## config.mk

```make
export PLATFORM = sky130hd
export DESIGN_NAME = poly_voice_alloc
export DESIGN_NICKNAME = d
export VERILOG_FILES = /design/src/rtl/synth_pkg.sv /design/src/rtl/scan_to_note.sv /design/src/rtl/poly_voice_alloc.sv
export SDC_FILE = /design/constraint.sdc
export NUM_CORES = 1
export LEC_CHECK = 0
export CORE_MARGIN = 5
export CORE_UTILIZATION = 45
export CTS_CLUSTER_DIAMETER = 80
export CTS_CLUSTER_SIZE = 14
export DETAILED_ROUTE_END_ITERATION = 8
export PLACE_DENSITY = 0.67
export RECOVER_POWER = 100
export SYNTH_ARGS = -nofsm -noshare
export SYNTH_HDL_FRONTEND = slang
export SYNTH_SLANG_ARGS = --single-unit
```

## constraint.sdc

```tcl
create_clock -name CLK_50 -period 6.8 [get_ports CLK_50]
set_clock_uncertainty 0.05 [all_clocks]
set_input_delay 1.02 -clock CLK_50 [delete_from_list [all_inputs] [get_ports CLK_50]]
set_output_delay 1.02 -clock CLK_50 [all_outputs]
set_load 0.05 [all_outputs]
```

## src/rtl/synth_pkg.sv

```systemverilog
// ----------------------------------------------------------------------------
// synth_pkg
//   Shared constants for the keyboard note front-end: the PS/2 scan-code to
//   note table, the base-frequency table, prefix bytes, octave encodings and
//   the byte-parser state encoding.
// ----------------------------------------------------------------------------
package synth_pkg;

    localparam int NOTE_CNT = 20;   // playable keys
    localparam int IDX_W    = 5;    // note index width (0..19)
    localparam int BASE_W   = 11;   // widest base frequency is 1198
    localparam int RANK_W   = 3;    // holds ranks up to 7 (NUM_VOICES <= 8)

    localparam logic [7:0] F0 = 8'hF0;  // break prefix
    localparam logic [7:0] E0 = 8'hE0;  // extended prefix

    localparam logic [1:0] OCT_UP   = 2'd1;
    localparam logic [1:0] OCT_DOWN = 2'd2;

    typedef enum logic [1:0] {
        ST_IDLE,
        ST_BREAK,
        ST_EXT,
        ST_EXT_BRK
    } byte_state_t;

    localparam logic [7:0] SCAN_TABLE [NOTE_CNT] = '{
        8'h15, 8'h1C, 8'h1D, 8'h1B, 8'h24, 8'h23, 8'h2B, 8'h2C, 8'h34, 8'h35,
        8'h33, 8'h3B, 8'h43, 8'h42, 8'h44, 8'h4B, 8'h4D, 8'h4C, 8'h52, 8'h5B
    };

    localparam logic [BASE_W-1:0] BASE_TABLE [NOTE_CNT] = '{
        11'd400,  11'd423,  11'd448,  11'd475,  11'd503,
        11'd533,  11'd565,  11'd599,  11'd634,  11'd672,
        11'd712,  11'd755,  11'd800,  11'd847,  11'd897,
        11'd951,  11'd1007, 11'd1067, 11'd1131, 11'd1198
    };

endpackage

```

## src/rtl/scan_to_note.sv

```systemverilog
// ----------------------------------------------------------------------------
// scan_to_note
//   Purely combinational note lookup, shared with the VGA keyboard overlay.
//   Decodes one raw scan code into {hit, idx} and translates LOOKUPS note
//   indices into base frequencies in parallel.
// Ports
//   scan_code  in   8                 raw PS/2 byte
//   hit        out  1                 scan_code is one of the 20 note keys
//   idx        out  IDX_W             note index of scan_code (0 when !hit)
//   note_idx   in   LOOKUPS*IDX_W     packed note indices to translate
//   base_freq  out  LOOKUPS*BASE_W    packed base frequencies (0 if index >= 20)
// ----------------------------------------------------------------------------
module scan_to_note
    import synth_pkg::*;
#(
    parameter int LOOKUPS = 1
) (
    input  logic [7:0]                scan_code,
    output logic                      hit,
    output logic [IDX_W-1:0]          idx,
    input  logic [LOOKUPS*IDX_W-1:0]  note_idx,
    output logic [LOOKUPS*BASE_W-1:0] base_freq
);

    // NOTE: every variable assigned in an always_comb gets a default first, so
    // no path through the block leaves it unassigned and no latch is inferred.
    always_comb begin
        hit = 1'b0;
        idx = '0;
        for (int i = 0; i < NOTE_CNT; i++) begin
            if (scan_code == SCAN_TABLE[i]) begin
                hit = 1'b1;
                idx = IDX_W'(i);
            end
        end
    end

    always_comb begin
        base_freq = '0;
        for (int l = 0; l < LOOKUPS; l++) begin
            if (int'(note_idx[l*IDX_W +: IDX_W]) < NOTE_CNT) begin
                base_freq[l*BASE_W +: BASE_W] = BASE_TABLE[note_idx[l*IDX_W +: IDX_W]];
            end
        end
    end

endmodule

```

## src/rtl/poly_voice_alloc.sv

```systemverilog
// ----------------------------------------------------------------------------
// poly_voice_alloc
//   PS/2 keyboard note front-end. Parses the scan-code byte stream (make, F0
//   break, E0 extended), allocates held notes to NUM_VOICES tone channels with
//   oldest-note stealing, and drives registered frequency words, gates and a
//   held-key bitmap.
// Ports
//   CLK_50      in   1                  system clock, rising edge
//   RST_N       in   1                  asynchronous active-low reset
//   scan_valid  in   1                  scan_code holds a new byte this cycle
//   scan_code   in   8                  raw PS/2 byte
//   octave_sel  in   2                  0/3 normal, 1 up one octave, 2 down one
//   all_off     in   1                  synchronous release of every voice
//   freq_out    out  NUM_VOICES*FREQ_W  voice v at [v*FREQ_W +: FREQ_W]
//   gate        out  NUM_VOICES         1 = voice sounding
//   key_held    out  NOTE_CNT           bit k = note k is assigned to a voice
// ----------------------------------------------------------------------------
module poly_voice_alloc
    import synth_pkg::*;
#(
    parameter int NUM_VOICES = 3,
    parameter int FREQ_W     = 16,
    parameter int IDLE_FREQ  = 1
) (
    input  logic                         CLK_50,
    input  logic                         RST_N,
    input  logic                         scan_valid,
    input  logic [7:0]                   scan_code,
    input  logic [1:0]                   octave_sel,
    input  logic                         all_off,
    output logic [NUM_VOICES*FREQ_W-1:0] freq_out,
    output logic [NUM_VOICES-1:0]        gate,
    output logic [NOTE_CNT-1:0]          key_held
);

    localparam int                VOICE_W   = (NUM_VOICES > 1) ? $clog2(NUM_VOICES) : 1;
    localparam logic [RANK_W-1:0] RANK_MAX  = RANK_W'(NUM_VOICES - 1);
    localparam logic [FREQ_W-1:0] IDLE_WORD = FREQ_W'(IDLE_FREQ);

    // ------------------------------------------------------------------
    // Note lookup: one decoder for the incoming byte, one frequency
    // translation per voice.
    // ------------------------------------------------------------------
    logic                           code_hit;
    logic [IDX_W-1:0]               code_idx;
    logic [NUM_VOICES*IDX_W-1:0]    lookup_idx;
    logic [NUM_VOICES*BASE_W-1:0]   lookup_base;

    // Voice table
    logic [NUM_VOICES-1:0] active_q;
    logic [IDX_W-1:0]      idx_q  [NUM_VOICES];
    logic [RANK_W-1:0]     rank_q [NUM_VOICES];

    scan_to_note #(
        .LOOKUPS   (NUM_VOICES)
    ) u_scan_to_note (
        .scan_code (scan_code),
        .hit       (code_hit),
        .idx       (code_idx),
        .note_idx  (lookup_idx),
        .base_freq (lookup_base)
    );

    always_comb begin
        lookup_idx = '0;
        for (int v = 0; v < NUM_VOICES; v++) begin
            lookup_idx[v*IDX_W +: IDX_W] = idx_q[v];
        end
    end

    // ------------------------------------------------------------------
    // Byte parser
    // ------------------------------------------------------------------
    byte_state_t state_q, state_d;
    logic        make_ev, rel_ev;

    always_ff @(posedge CLK_50 or negedge RST_N) begin
        if (!RST_N) begin
            state_q <= ST_IDLE;
        end else begin
            state_q <= state_d;
        end
    end

    always_comb begin
        state_d = state_q;
        make_ev = 1'b0;
        rel_ev  = 1'b0;
        if (all_off) begin
            // Panic discards any byte arriving in the same cycle.
            state_d = ST_IDLE;
        end else if (scan_valid) begin
            case (state_q)
                ST_IDLE: begin
                    if (scan_code == F0) begin
                        state_d = ST_BREAK;
                    end else if (scan_code == E0) begin
                        state_d = ST_EXT;
                    end else begin
                        make_ev = code_hit;
                    end
                end
                ST_BREAK: begin
                    state_d = ST_IDLE;
                    rel_ev  = code_hit;
                end
                ST_EXT: begin
                    // Extended keys are never notes; only track the break
                    // prefix so the trailing byte is swallowed.
                    state_d = (scan_code == F0) ? ST_EXT_BRK : ST_IDLE;
                end
                ST_EXT_BRK: begin
                    state_d = ST_IDLE;
                end
                default: begin
                    state_d = ST_IDLE;
                end
            endcase
        end
    end

    // ------------------------------------------------------------------
    // Allocation: duplicate detection, lowest free voice, steal candidate
    // (highest rank, ties resolved toward the lowest index by strict >).
    // ------------------------------------------------------------------
    logic               already_held;
    logic               free_found;
    logic [VOICE_W-1:0] free_v;
    logic [VOICE_W-1:0] steal_v;
    logic [VOICE_W-1:0] chosen_v;
    logic [RANK_W-1:0]  best_rank;

    always_comb begin
        already_held = 1'b0;
        free_found   = 1'b0;
        free_v       = '0;
        steal_v      = '0;
        best_rank    = rank_q[0];
        for (int v = 0; v < NUM_VOICES; v++) begin
            if (active_q[v] && (idx_q[v] == code_idx)) begin
                already_held = 1'b1;
            end
            if (!active_q[v] && !free_found) begin
                free_found = 1'b1;
                free_v     = VOICE_W'(v);
            end
            if (rank_q[v] > best_rank) begin
                best_rank = rank_q[v];
                steal_v   = VOICE_W'(v);
            end
        end
        chosen_v = free_found ? free_v : steal_v;
    end

    // NOTE: the voice table is a handful of flops, not a RAM, so it is reset
    // in full; a stale idx or rank must never leak into the steal decision.
    always_ff @(posedge CLK_50 or negedge RST_N) begin
        if (!RST_N) begin
            active_q <= '0;
            for (int v = 0; v < NUM_VOICES; v++) begin
                idx_q[v]  <= '0;
                rank_q[v] <= '0;
            end
        end else if (all_off) begin
            active_q <= '0;
            for (int v = 0; v < NUM_VOICES; v++) begin
                rank_q[v] <= '0;
            end
        end else if (make_ev && !already_held) begin
            for (int v = 0; v < NUM_VOICES; v++) begin
                if (VOICE_W'(v) == chosen_v) begin
                    active_q[v] <= 1'b1;
                    idx_q[v]    <= code_idx;
                    rank_q[v]   <= '0;
                end else if (active_q[v] && (rank_q[v] != RANK_MAX)) begin
                    rank_q[v] <= rank_q[v] + RANK_W'(1);
                end
            end
        end else if (rel_ev) begin
            for (int v = 0; v < NUM_VOICES; v++) begin
                if (active_q[v] && (idx_q[v] == code_idx)) begin
                    active_q[v] <= 1'b0;
                    rank_q[v]   <= '0;
                end
            end
        end
    end

    // ------------------------------------------------------------------
    // Output register: octave shift is applied here so it affects every
    // sounding voice one cycle after octave_sel changes.
    // ------------------------------------------------------------------
    function automatic logic [FREQ_W-1:0] apply_octave(input logic [BASE_W-1:0] base,
                                                       input logic [1:0]        oct);
        case (oct)
            OCT_UP:   return FREQ_W'({base, 1'b0});
            OCT_DOWN: return FREQ_W'(base >> 1);
            default:  return FREQ_W'(base);
        endcase
    endfunction

    logic [NUM_VOICES*FREQ_W-1:0] freq_d;
    logic [NOTE_CNT-1:0]          key_d;

    always_comb begin
        freq_d = '0;
        key_d  = '0;
        for (int v = 0; v < NUM_VOICES; v++) begin
            freq_d[v*FREQ_W +: FREQ_W] = active_q[v]
                ? apply_octave(lookup_base[v*BASE_W +: BASE_W], octave_sel)
                : IDLE_WORD;
        end
        for (int k = 0; k < NOTE_CNT; k++) begin
            for (int v = 0; v < NUM_VOICES; v++) begin
                if (active_q[v] && (idx_q[v] == IDX_W'(k))) begin
                    key_d[k] = 1'b1;
                end
            end
        end
    end

    // NOTE: sequential blocks use non-blocking assignments so every register
    // samples the pre-edge values, independent of block ordering.
    always_ff @(posedge CLK_50 or negedge RST_N) begin
        if (!RST_N) begin
            freq_out <= {NUM_VOICES{IDLE_WORD}};
            gate     <= '0;
            key_held <= '0;
        end else begin
            freq_out <= freq_d;
            gate     <= active_q;
            key_held <= key_d;
        end
    end

endmodule

```

; After elaboration in Yosys (flattened, before gate mapping)
; Memories as Yosys holds them, arrays and structs flattened.
; Cells that the tools add are included.
[op_classes]
n_addsub = 3
mul = 0
div_mod_pow = 0
n_lt_le_gt_ge = 8
eq_ne = 99
shift = 0
n_mux = 161
bitwise = 4
reduce_logical = 94
[ops]
columns = op, n
row1 = $eq A5 B4 Y1 const B, 24
row2 = $mux W1, 103
row3 = $mux W11, 9
row4 = $pmux W12 S2, 3
row5 = $logic_and A1 B1 Y1, 69
row6 = $eq A8 B6 Y1 const B, 8
row7 = $eq A8 B7 Y1 const B, 8
row8 = $eq A5 B3 Y1 const B, 12
row9 = $eq A5 B5 Y1 const B, 12
row10 = $mux W3, 17
row11 = $mux W16, 3
row12 = $eq A8 B5 Y1 const B, 4
row13 = $mux W4, 8
row14 = $eq A5 B2 Y1 const B, 6
row15 = $mux W9, 3
row16 = $reduce_and A3 Y1, 9
row17 = $mux W2, 10
row18 = $mux W5, 4
row19 = $ge A6 B6 Y1 const B, 3
row20 = $ne A3 B2 Y1 const B, 6
row21 = $not A5 Y6, 3
row22 = $eq A8 B8 Y1 const B, 2
row23 = $eq A5 B1 Y1 const B, 3
row24 = $eq A5 B5 Y1, 3
row25 = 18 further kinds, 37
[word_totals]
regBits = 100
latchBits = 0
mem_bits_rw = 0
romBits = 1056
inputBits = 14
output_inout_bits = 71
elab_cells = 385
n_memories = 3
[memory_table]
columns = name, words, width, read_ports, rd_ports_with_merged_regs, wr, line
row1 = (no name shown), 32, 11, 1, 0, 0, scan_to_note.sv:42  ; base_freq[l*BASE_W +: BASE_W] = BASE_TABLE[note_idx[l*IDX_W +: IDX_W]];
row2 = (no name shown), 32, 11, 1, 0, 0, scan_to_note.sv:42
row3 = (no name shown), 32, 11, 1, 0, 0, scan_to_note.sv:42

; Depth between registers and ports, before layout
[depth]
depth_word = 29
mapped_depth = 16
depth_no_buf = 16

; Modules after synthesis
; A second synthesis with hierarchy kept.
[hier_totals]
cells_unflattened = 767
hier_area_um2 = 6393.6
[modules_own_cells]
columns = mod, instances, cells_each, area_per_inst_um2, seq_area_each_um2
row1 = poly_voice_alloc, 1, 506, 4827.1, 2205.9
row2 = scan_to_note, 1, 261, 1566.5, 0.0

; Worst setup path before layout
; OpenSTA, ideal clock, no wires.
[synth_path]
path_kind = register to register
from = register rank_q[4] in the netlist's numbering
to = register idx_q[5] in the netlist's numbering
setup_time_ns = 0.128
t_arrival_ns = 3.404
required_ns = 6.622
slack_ns = 3.219
stages_incl_launch_ff = 14
n_path_buf = 0
synth_period_minus_slack_ns = 3.581
cell_sequence = dfrtp_1 ha_1 nor2b_1 o21ai_0 a32o_1 mux2i_1 ha_1 nor2b_1 o21a_1 o21ai_0 or3b_2 a21bo_2 nor3_4 mux2_1
[synth_between]
elab_chain_len = 7
elab_cells_between_ends = 8
classes_between = 2 x order compare / 1 x eq/ne / 4 x mux / 1 x reduce/logical
[synth_rtl]
columns = item, line
row1 = start: declaration, poly_voice_alloc.sv:52  ; logic [RANK_W-1:0] rank_q [NUM_VOICES];
row2 = start signal: indexed assignment, poly_voice_alloc.sv:176  ; rank_q[v] <= rank_q[v] + RANK_W'(1);
row3 = $gt A3 B3 Y1, poly_voice_alloc.sv:147  ; if (rank_q[v] > best_rank) begin
row4 = $mux W3, poly_voice_alloc.sv:147
row5 = $gt A3 B3 Y1, poly_voice_alloc.sv:147
row6 = $mux W2 *, poly_voice_alloc.sv:147
row7 = $mux W2 *, poly_voice_alloc.sv:152  ; chosen_v = free_found ? free_v : steal_v;
row8 = $eq A1 B2 Y1 *, poly_voice_alloc.sv:171  ; if (VOICE_W'(v) == chosen_v) begin
row9 = $reduce_and A3 Y1 (no source line) *, -
row10 = end signal: indexed assignment, poly_voice_alloc.sv:173  ; idx_q[v] <= code_idx;
row11 = end: declaration, poly_voice_alloc.sv:51  ; logic [IDX_W-1:0] idx_q [NUM_VOICES];
; Every way passes the cells marked *; elsewhere a longest branch is shown, timed or not.
; A chain may end at the register's enable or synchronous reset.

; Worst setup path in the final report
[layout_path]
from = input scan_code[4]
to = register idx_q[0] in the netlist's numbering
[layout_between]
elab_chain_len = 28
elab_cells_between_ends = 78
classes_between = 25 x eq/ne / 47 x mux / 6 x reduce/logical
[layout_rtl]
columns = item, line
row1 = start: declaration, poly_voice_alloc.sv:28  ; input logic [7:0] scan_code,
row2 = $eq A8 B5 Y1, scan_to_note.sv:31  ; if (scan_code == SCAN_TABLE[i]) begin
row3 = $mux W1, scan_to_note.sv:31
row4 = $mux W2 / $mux W1 (equally long branches) (2 in a row), scan_to_note.sv:31
row5 = $mux W3 / $mux W1 (equally long branches) (4 in a row), scan_to_note.sv:31
row6 = $mux W4 / $mux W1 (equally long branches) (8 in a row), scan_to_note.sv:31
row7 = $mux W5 / $mux W1 (equally long branches) (4 in a row), scan_to_note.sv:31
row8 = $eq A5 B5 Y1 / $mux W1 (equally long branches), "poly_voice_alloc.sv:140, scan_to_note.sv:31"
row9 = $logic_and A1 B1 Y1 / $mux W1 (equally long branches), "poly_voice_alloc.sv:140, poly_voice_alloc.sv:97"
row10 = "$mux W1, on equally long branches", "poly_voice_alloc.sv:140, poly_voice_alloc.sv:95"
row11 = "$mux W1, on equally long branches", "poly_voice_alloc.sv:140, poly_voice_alloc.sv:93"
row12 = "$mux W1, on equally long branches", "poly_voice_alloc.sv:140, poly_voice_alloc.sv:92"
row13 = $logic_not A1 Y1 / $mux W1 (equally long branches), "poly_voice_alloc.sv:169, poly_voice_alloc.sv:89"
row14 = $logic_and A1 B1 Y1, poly_voice_alloc.sv:169  ; end else if (make_ev && !already_held) begin
row15 = $reduce_and A3 Y1 (no source line), -
; Several ways; a longest one is shown, not always the timed one.

==> reports/results.tsv <==
metric	value	unit
number of vias per cell	6.21	
Post-Synthesis Cells	784	
vias post-DR	6222	
Die Y-Extent	132	um
crit-path max cell delay	0.96	ns
chip width	132	um
antenna violations before repair	0	
Post-synth top flop	dfrtp_1	
Inserted Clock Buffers	9	
status	complete, but fails checks	
Setup Crit Path Kind	primary input to flip-flop	
Global Route Usage Sum	22.5	%
power density over the cells	206	nW/um^2
core area	14500	sq um
area grow syn2layout	13.8	%
worst slew pin tran	1.78	ns
placed wire-length estimate	14600	um
largest net degree at the start of global routing	89	
Post-CTS Hold Buffers	0	
Rel. slew slack	-18.9	%
die area	17400	sq um
Critical-path top delay cell	nor3_1	
violated checks	max-capacitance violations, max-slew violations	
Synth top area share	31.8	%
Synth cell types	92	
Hold WS	0.542	ns
startpoint types	primary input	
post-layout util	52.3	%
Final Critical Period	5.02	ns
Internal	1.02	mW
Crit path arrival time	5.20	ns
crit path to	idx_q[0]	
vias in the first global route	5927	
# DRC	0	
Synth Cell Area	6680	sq um
net switching power	0.543	mW
Worst VDD drop	112	uV
Avg Synthesized Cell Area	8.52	sq um
RSZ-0062 raised after global routing	false	
Nets	859	
Crit path required time	6.98	ns
most common cell after layout, fill and taps aside	dfrtp_1	
Synth Register Bits	88	
Clk pwr share	37.3	%
Synth area leader	dfrtp_1	
# setup viols final	0	
Comb pwr share	24.8	%
max frequency	0.199	GHz
DP Worst Slack	1.77	ns
Initial Util	46.0	%
WP buf/inv	2	
R2R depth	14	
clk_lat worst skew	0.35	ns
fill count	1408	
CTS tree	yes	
commonest cells after routing, fill and taps aside	dfrtp_1, nand2_1, nor2_1	
# rows	44	
DR iter-0 viols	671	
GRT Residual Overflow	0	
sequential fraction of the synthesis area	33.0	%
RR Endpoint	idx_q[5]	
CTS max path bufs	2	
CP max FO	17	
# Max-Cap Violations	1	
reg-to-reg slack, setup	2.33	ns
Ports	85	
final period utilization	73.8	%
Clock Sinks	88	
IO buf count	72	
Routed WL	19900	um
layout cell share with drive strength beyond 1	6.72	%
Post-CTS Setup Bufs	0	
first-pass GRT wire length	32300	um
yosys warns	0	
Min-Delay Path Class	flip-flop to flip-flop	
Final Hold Vio Count	0	
drt pass-1 iters	6	
Clock Pin Slew Worst Setup and Hold Paths	0.06	ns
Crit. End Element	flip-flop	
n_diodes	0	
Total Neg Setup Slack	0	ns
clock root buffer	clkbuf_16	
WL/cell	19.9	um
H-Tree Depth	3	
Antenna Violating Nets Remaining	0	
P_leak	3.36	nW
Sw Share	34.6	%
CTS resizes	0	
delay-heaviest family, CP	simple AND/OR/NAND/NOR gates	
Final Wtd Congestion	0.946	
final setup margin	1.78	ns
Slew Limit Fails	47	
synth top area cells	dfrtp_1, ha_1, o21ai_0	
Async S/R FF share, synth	100	%
Stages on worst setup path	10	
Reg power frac	37.9	%
worst flop-to-flop path startpoint	rank_q[7]	
number of synthesized flops with an enable pin	0	
CP cell instances	dlygate4sd3_1 -> or4b_1 -> nor4b_1 -> a211oi_1 -> clkbuf_1 -> o211ai_1 -> o21ai_1 -> o2bb2ai_1 -> nor3_1 -> mux2_4	
CP startpoint	scan_code[4]	
[worst reg2reg max path, stage by stage, from the launching register on]
cell,delay [ns]
dfrtp_1,0.43
inv_1,0.09
ha_1,0.29
nor2b_1,0.13
o21ai_0,0.20
a32o_1,0.28
mux2i_1,0.24
ha_1,0.27
nor2b_1,0.14
o21a_1,0.15
o21ai_0,0.18
or3b_2,0.46
a21bo_2,0.27
nor3_1,0.78
mux2_1,0.39
[kinds of logic (layout without fill, tap and decap cells)]
| group | after synthesis | count (layout) | share of synthesized area (%) |
|---|---|---|---|
| AOI/OAI and AO/OA | 252 | 252 | 27.4 |
| xor gates and xnor gates | 5 | 5 | 0.768 |
| adders and majority gates | 32 | 32 | 5.99 |
| buffers and inverters | 109 | 132 | 7.77 |
| DFF | 88 | 88 | 33.0 |
| muxes | 22 | 22 | 3.58 |
| other | 1 | 12 | 0.0561 |
| and+or+nand+nor | 275 | 275 | 21.4 |
[synthesized netlist by cell type (5+ instances only)]
cell	n
inv_1	41
and3_1	14
o21ai_0	65
a211oi_1	10
a22oi_1	17
o31ai_1	8
a221oi_1	14
o211ai_1	10
a21oi_1	39
mux2i_1	15
a32o_1	5
dfrtp_1	85
a221o_1	5
a211o_1	6
buf_4	13
nand2b_1	11
a31oi_1	6
a32oi_1	8
o22ai_1	5
and2_1	12
nand3_1	20
nor3_1	22
nand2_1	76
ha_1	32
nor2b_1	14
o21ai_1	5
clkbuf_1	42
buf_6	7
nand3b_1	8
nor2_1	67
[layout make-up]
type / count / area [sq um] / share of cell area [%]
clock buffer: 9 / 225 / 2.96
clock inverter: 7 / 128 / 1.68
inverter: 42 / 158 / 2.07
multi-input combinational: 598 / 3930 / 51.7
sequential: 88 / 2210 / 29.0
tap: 184 / 230 / 3.03
timing repair buffer: 74 / 726 / 9.54
[flip-flops by register name (all words and copies together) (netlist names)]
signal,cells
freq_out,36
key_held,20
idx_q,15
rank_q,9
active_q,3
gate,3
state_q,2
[through the flow]
step	cells	power [mW]	instance area, sq um
after global routing	1002	1.64	7600
after global placement	986	0.978	7320
after CTS	1002	1.57	7680
final	1002	1.57	7600
after floorplan	795	0.878	6720
after detailed placement	986	0.986	7320
[routing by layer]
metal	up-vias	GRT usage [%]	part of all wire (%)
li1	2891	-	-
met1	2986	31.1	44
met2	297	34.4	44
met3	48	5.69	8.5
met4	0	7.89	3.0
met5	-	0	0
[power groups by stage]
stage,registers (mW),logic (mW),clock network (mW)
2_1_floorplan,0.572,0.305,0
3_3_place_gp,0.600,0.377,0
3_5_place_dp,0.602,0.384,0
4_1_cts,0.592,0.386,0.592
5_1_grt,0.599,0.428,0.617
6_report,0.594,0.389,0.584
[how the worst min path moves through the flow]
| stage | start | end | cells after the start |
|---|---|---|---|
| floorplan | active_q[2] | gate[2] | 0 |
| global placement | state_q[0] | state_q[0] | 2 |
| detailed placement | state_q[0] | state_q[0] | 2 |
| CTS | state_q[0] | state_q[0] | 2 |
| global route | state_q[0] | state_q[0] | 2 |
| finish | state_q[0] | state_q[0] | 2 |
(Power assumes the default switching activity.)
